**config.mk**
```make
export PLATFORM = sky130hd
export DESIGN_NAME = db_unit_clk_switch_ctl
export DESIGN_NICKNAME = d
export VERILOG_FILES = /design/src/rtl/db_unit_clk_switch_ctl.sv
export SDC_FILE = /design/constraint.sdc
export NUM_CORES = 1
export LEC_CHECK = 0
export BUFFER_PORTS_ARGS = -buffer_cell sky130_fd_sc_hd__buf_2
export CORE_MARGIN = 2
export CORE_UTILIZATION = 31
export DETAILED_ROUTE_END_ITERATION = 7
export PLACE_DENSITY = 0.63
export SYNTH_ARGS = -nofsm -noshare
export SYNTH_HDL_FRONTEND = slang
export SYNTH_SLANG_ARGS = --single-unit
```
**constraint.sdc**
```tcl
create_clock -name CRCU_CLK -period 4.1 [get_ports CRCU_CLK]
set_input_delay 0.205 -clock CRCU_CLK [delete_from_list [all_inputs] [get_ports CRCU_CLK]]
set_output_delay 0.205 -clock CRCU_CLK [all_outputs]
set_load 0.03 [all_outputs]
```
**src/rtl/db_unit_clk_switch_ctl.sv**
```systemverilog
// Sequences db_unit_clk divider changes: gate output, drain, load divider, wait for lock, settle, ungate.
// clk_out_en tracks the control register one cycle late in IDLE; select changes seen while busy wait for IDLE.
module db_unit_clk_switch_ctl #(
   parameter int DRAIN_CYC    = 4,
   parameter int SETTLE_CYC   = 8,
   parameter int LOCK_TIMEOUT = 256
) (
   input  logic        CRCU_CLK,
   input  logic        CRCU_RST_N,
   input  logic [31:0] db_unit_clock_ctl_reg,
   input  logic        div_locked,
   output logic [2:0]  div_sel,
   output logic        div_load,
   output logic        clk_out_en,
   output logic        busy,
   output logic        sw_done,
   output logic        sel_err,
   output logic        lock_err
);

   localparam int MAX_A = (DRAIN_CYC > SETTLE_CYC) ? DRAIN_CYC : SETTLE_CYC;
   localparam int MAX_P = (MAX_A > LOCK_TIMEOUT) ? MAX_A : LOCK_TIMEOUT;
   localparam int CW    = $clog2(MAX_P) + 1;

   localparam logic [CW-1:0] DRAIN_LAST   = CW'(DRAIN_CYC - 1);
   localparam logic [CW-1:0] SETTLE_LAST  = CW'(SETTLE_CYC - 1);
   localparam logic [CW-1:0] TIMEOUT_LAST = CW'(LOCK_TIMEOUT - 1);
   localparam logic [CW-1:0] CNT_MAX      = '1;

   typedef enum logic [2:0] {
      S_IDLE      = 3'd0,
      S_DRAIN     = 3'd1,
      S_LOAD      = 3'd2,
      S_WAIT_LOCK = 3'd3,
      S_SETTLE    = 3'd4
   } state_t;

   state_t        state;
   state_t        state_nxt;
   logic [CW-1:0] cnt;
   logic [2:0]    tgt;
   logic [2:0]    active_sel;
   logic [2:0]    failed_sel;
   logic          failed_vld;
   logic          revert;

   logic [2:0]    reg_sel;
   logic          reg_en;
   logic          reg_gate;
   logic          unused_reg_bits;
   logic          sel_invalid;
   logic          sel_pending;
   logic          launch;
   logic          lock_ok;
   logic          lock_to;
   logic          settle_end;
   logic          sw_done_nxt;
   logic          sel_err_nxt;
   logic          clk_out_en_nxt;

   assign reg_sel         = db_unit_clock_ctl_reg[2:0];
   assign reg_en          = db_unit_clock_ctl_reg[3];
   assign reg_gate        = db_unit_clock_ctl_reg[4];
   assign unused_reg_bits = ^db_unit_clock_ctl_reg[31:5];

   // A select that already failed is not retried until software moves off it.
   assign sel_invalid = (reg_sel > 3'd4);
   assign sel_pending = !sel_invalid && (reg_sel != active_sel) &&
                        !(failed_vld && (reg_sel == failed_sel));
   assign launch      = (state == S_IDLE) && sel_pending;

   // The divider may still report the old lock in the first cycle after div_load.
   assign lock_ok    = (state == S_WAIT_LOCK) && (cnt != '0) && div_locked;
   assign lock_to    = (state == S_WAIT_LOCK) && !lock_ok && (cnt >= TIMEOUT_LAST);
   assign settle_end = (state == S_SETTLE) && (cnt >= SETTLE_LAST);

   always_ff @(posedge CRCU_CLK or negedge CRCU_RST_N) begin
      if (!CRCU_RST_N) begin
         state <= S_IDLE;
      end else begin
         state <= state_nxt;
      end
   end

   always_comb begin
      state_nxt = state;
      unique case (state)
         S_IDLE:      if (sel_pending) state_nxt = S_DRAIN;
         S_DRAIN:     if (cnt >= DRAIN_LAST) state_nxt = S_LOAD;
         S_LOAD:      state_nxt = S_WAIT_LOCK;
         S_WAIT_LOCK: begin
            if (lock_ok)      state_nxt = S_SETTLE;
            else if (lock_to) state_nxt = revert ? S_SETTLE : S_LOAD;
         end
         S_SETTLE:    if (settle_end) state_nxt = S_IDLE;
         default:     state_nxt = S_IDLE;
      endcase
   end

   always_comb begin
      div_load       = (state == S_LOAD);
      busy           = (state != S_IDLE);
      sw_done_nxt    = settle_end && !revert;
      sel_err_nxt    = (state == S_IDLE) && sel_invalid;
      // Only ungate from an IDLE cycle that is not about to launch another switch.
      clk_out_en_nxt = reg_en && !reg_gate && (state == S_IDLE) && (state_nxt == S_IDLE);
   end

   always_ff @(posedge CRCU_CLK or negedge CRCU_RST_N) begin
      if (!CRCU_RST_N) begin
         cnt        <= '0;
         tgt        <= 3'd0;
         active_sel <= 3'd0;
         failed_sel <= 3'd0;
         failed_vld <= 1'b0;
         revert     <= 1'b0;
         div_sel    <= 3'd0;
         lock_err   <= 1'b0;
         sw_done    <= 1'b0;
         sel_err    <= 1'b0;
         clk_out_en <= 1'b0;
      end else begin
         if ((state_nxt != state) || (state == S_IDLE)) begin
            cnt <= '0;
         end else if (cnt != CNT_MAX) begin
            cnt <= cnt + 1'b1;
         end

         if (launch) begin
            tgt <= reg_sel;
         end else if (lock_to && !revert) begin
            tgt <= active_sel;
         end

         // div_sel is valid during the whole LOAD cycle so the divider samples it with div_load.
         if (state_nxt == S_LOAD) begin
            div_sel <= (state == S_WAIT_LOCK) ? active_sel : tgt;
         end

         if (lock_to) begin
            lock_err <= 1'b1;
         end else if (settle_end && !revert) begin
            lock_err <= 1'b0;
         end

         if (lock_to && !revert) begin
            revert <= 1'b1;
         end else if (settle_end) begin
            revert <= 1'b0;
         end

         if (settle_end && !revert) begin
            active_sel <= tgt;
         end

         if (lock_to && !revert) begin
            failed_vld <= 1'b1;
            failed_sel <= tgt;
         end else if (settle_end && !revert) begin
            failed_vld <= 1'b0;
         end else if (failed_vld && (reg_sel != failed_sel)) begin
            failed_vld <= 1'b0;
         end

         sw_done    <= sw_done_nxt;
         sel_err    <= sel_err_nxt;
         clk_out_en <= clk_out_en_nxt;
      end
   end

endmodule

```
==> metrics.csv <==
stage,metric,value,unit
cts,root_buffer,clkbuf_8,
synth,synth_flop_cell,dfrtp_1,
cts,clk_path_buf_depth,2,
placed_design,dpl.cell_count,234,
setup_path,critPathKind,reg -> reg,
finish,antenna_cells,0,
timing,period_share,59.0,%
worst_hold_path,hp-class,in -> reg,
grt,grt_pass1_wl,5.44,mm
outcome,status,"complete, no violations",
synth,synth_commonest_cells,"dfrtp_1 (30), nor2_1 (14), mux2_2 (12), a211oi_1 (10)",
synth,syn_area,1640,um^2
die,coreArea,5110,um^2
cts,cts_resized,0,
die,die_area,5890,um^2
timing,finalMaxSlewViolations,0,
synth,ys_seq_area_share,45.7,%
synth,synth_area_leaders,"dfrtp_1 (46%), mux2_2 (8.2%), xnor2_1 (4.8%)",
timing,finalSetupViolCount,0,
finish,finalNetCount,211,
placed_design,hpwl,2.23,mm
finish,final_util,36.8,%
die,io_pins,44,
worst_hold_path,holdCritStartpoint,db_unit_clock_ctl_reg[4],
pwr,p_leak,0.820,nW
synth,syn-num-nets,191,
timing,fmax,0.413,GHz
grt,grt_max_degree,31,
routing,postRouteAntennaNets,0,
die,die_h,76.8,um
synth,synth_cell_types,37,
setup_path,arrival,2.54,ns
routing,drc,0,
routing,first_pass_iters,4,
routing,drt_iter0_drc,100,
synth,yosysMostFrequentCell,dfrtp_1,
setup_path,r2r_start,cnt[3]$_DFFE_PN0P_,
worst_hold_path,holdPathEnd,clk_out_en$_DFF_PN0_,
placed_design,place.gp.congestion,0.799,
synth,synth_cells,152,
pwr,p_per_area,574,nW/um^2
setup_path,end_kind,flip-flop,
routing,post_drt_wl_per_cell,13.1,um
setup_path,ff2ff_setup_slack,1.68,ns
synth,synth-edff-count,0,
synth,synth_area_per_cell,10.8,um^2
grt,antenna_found_initial,0,
cts,ctsHtreeMaxLevel,2,
synth,ys_ff_latch,30,
cts,insertion_delay,0.28,ns
setup_path,critPathRequiredTime,4.22,ns
timing,slew_headroom,49.9,%
routing,wirelength,3.17,mm
grt,overflow,0,
cts,post_cts_buffers,0,
timing,hold-worst-slack,0.0677,ns
synth,synth-async-reset-ratio,100,%
timing,tightestPinTransition,0.751,ns
run,cap_violations,0,
routing,vias,1188,
placed_design,port-buffer-count,16,
cts,cts_tree,yes,
finish,syn_to_final_growth,14.6,%
setup_path,critPathMaxFanout,9,
synth,synth_top_cell_area_share,45.7,%
die,fp.dieW,76.8,um
timing,final_hold_viol_count,0,
setup_path,reg2reg_depth,8,
cts,clk_pin_slew,0.07,ns
timing,fin_setup_tns,0,ns
die,start_util,32.1,%
worst_hold_path,min_path_cells,2,
synth,yosysTopAreaCell,dfrtp_1,
timing,rsz0062_at_grt,false,
setup_path,worst_r2r_endpoint,cnt[3]$_DFFE_PN0P_,
finish,drive_gt1_share,26.7,%
grt,grt_pass1_vias,1120,
grt,grtUsageTotal,11.8,%
timing,skew,0.00530,ns
cts,numClockSinks,30,
pwr,peakVddDrop,201,uV
setup_path,cp-start-kind,flip-flop,
finish,final-instance-count-excl-fill,242,
synth,synth-warning-count,0,
die,num_rows,26,
timing,fin_crit,2.42,ns
cts,cts_buffers,5,
routing,avgViaCountPerCell,4.91,
==> routing by layer <==
metal  vias up  global-route usage, %  part of all wire (%)  wire length, um
met1       576                   16.6                    53             1670
met2        18                   16.1                    42             1330
met4         0                   6.55                   1.8               58
met3         4                   3.53                   3.4              108
met5         -                      0                     0                0
li1        590                      -                     -                -
==> critical path, cell delays in order, from the launching register on <==
cell      delay, ns
dfrtp_1        0.52
nand4_4        0.15
nor3_1         0.28
ha_1           0.20
nor2_1         0.07
o31ai_4        0.10
a21oi_1        0.15
o21bai_1       0.62
a211oi_1       0.18
==> layout make-up <==
class | instances | area (um^2)
clock buffer | 5 | 68.8
clock inverter | 2 | 10.0
fill | 519 | 3230
inverter | 10 | 37.5
multi-input combinational | 108 | 836
sequential | 30 | 751
tap | 70 | 87.6
timing repair buffer | 17 | 90.1
==> state kept, by name, summed over array words and instances, names as in the netlist <==
name	count
active_sel	3
cnt	9
sel_err	1
lock_err	1
state	3
sw_done	1
clk_out_en	1
revert	1
failed_vld	1
failed_sel	3
div_sel	3
tgt	3
==> worst max-delay path by stage <==
stage                        from                   endpoint  slack [ns]  depth (start not counted)
6_report       cnt[3]$_DFFE_PN0P_         cnt[3]$_DFFE_PN0P_        1.68                          8
3_3_place_gp   cnt[4]$_DFFE_PN0P_         cnt[3]$_DFFE_PN0P_        1.71                          8
2_1_floorplan  cnt[0]$_DFFE_PN0P_     div_sel[0]$_DFFE_PN0N_        1.93                          9
5_1_grt        cnt[0]$_DFFE_PN0P_         cnt[6]$_DFFE_PN0P_        1.43                          9
4_1_cts        cnt[4]$_DFFE_PN0P_  failed_sel[2]$_DFFE_PN0P_        1.68                          7
3_5_place_dp   cnt[4]$_DFFE_PN0P_         cnt[1]$_DFFE_PN0P_        1.69                          8
==> kinds of logic (layout without fill, tap and decap cells) <==
group           after synthesis  in the layout  synth area share [%]
mux                          15             15                  10.1
flops                        30             30                  45.7
buf+inv                      14             34                  3.35
simple gates                 43             43                  15.5
fa+ha+maj                     4              4                  3.05
xor+xnor                     13             13                  6.94
compound gates               33             33                  15.4
==> placed cells by master (no fill, tap or decap), types with 7 or more instances in the layout <==
cell type and count:
dfrtp_1 30, buf_2 16, nor2_1 14, mux2_2 12
a211oi_1 10, inv_1 9, xnor2_1 9, nand2_1 7
==> timing repair <==
item | CTS | global route
hold buffers | 1 | 0
endpoints found under the setup margin | 0 | 0
endpoints found under the hold margin | 30 | 0
==> through the flow <==
step	setup WS, ns	instance area [um^2]	power (mW)
floorplan	1.93	1640	0.751
global placement	1.71	1790	0.862
detailed placement	1.69	1790	0.860
CTS	1.68	1880	1.09
global route	1.43	1880	1.16
finish	1.68	1880	1.08
==> report_power, final <==
part | leakage [nW] | internal, mW | total (mW) | switching (mW)
clock | 0.0438 | 0.114 | 0.225 | 0.111
combinational | 0.382 | 0.172 | 0.437 | 0.266
sequential | 0.394 | 0.351 | 0.416 | 0.0656
total | 0.820 | 0.636 | 1.08 | 0.443
Note: power is estimated with default switching activity, not from simulation.
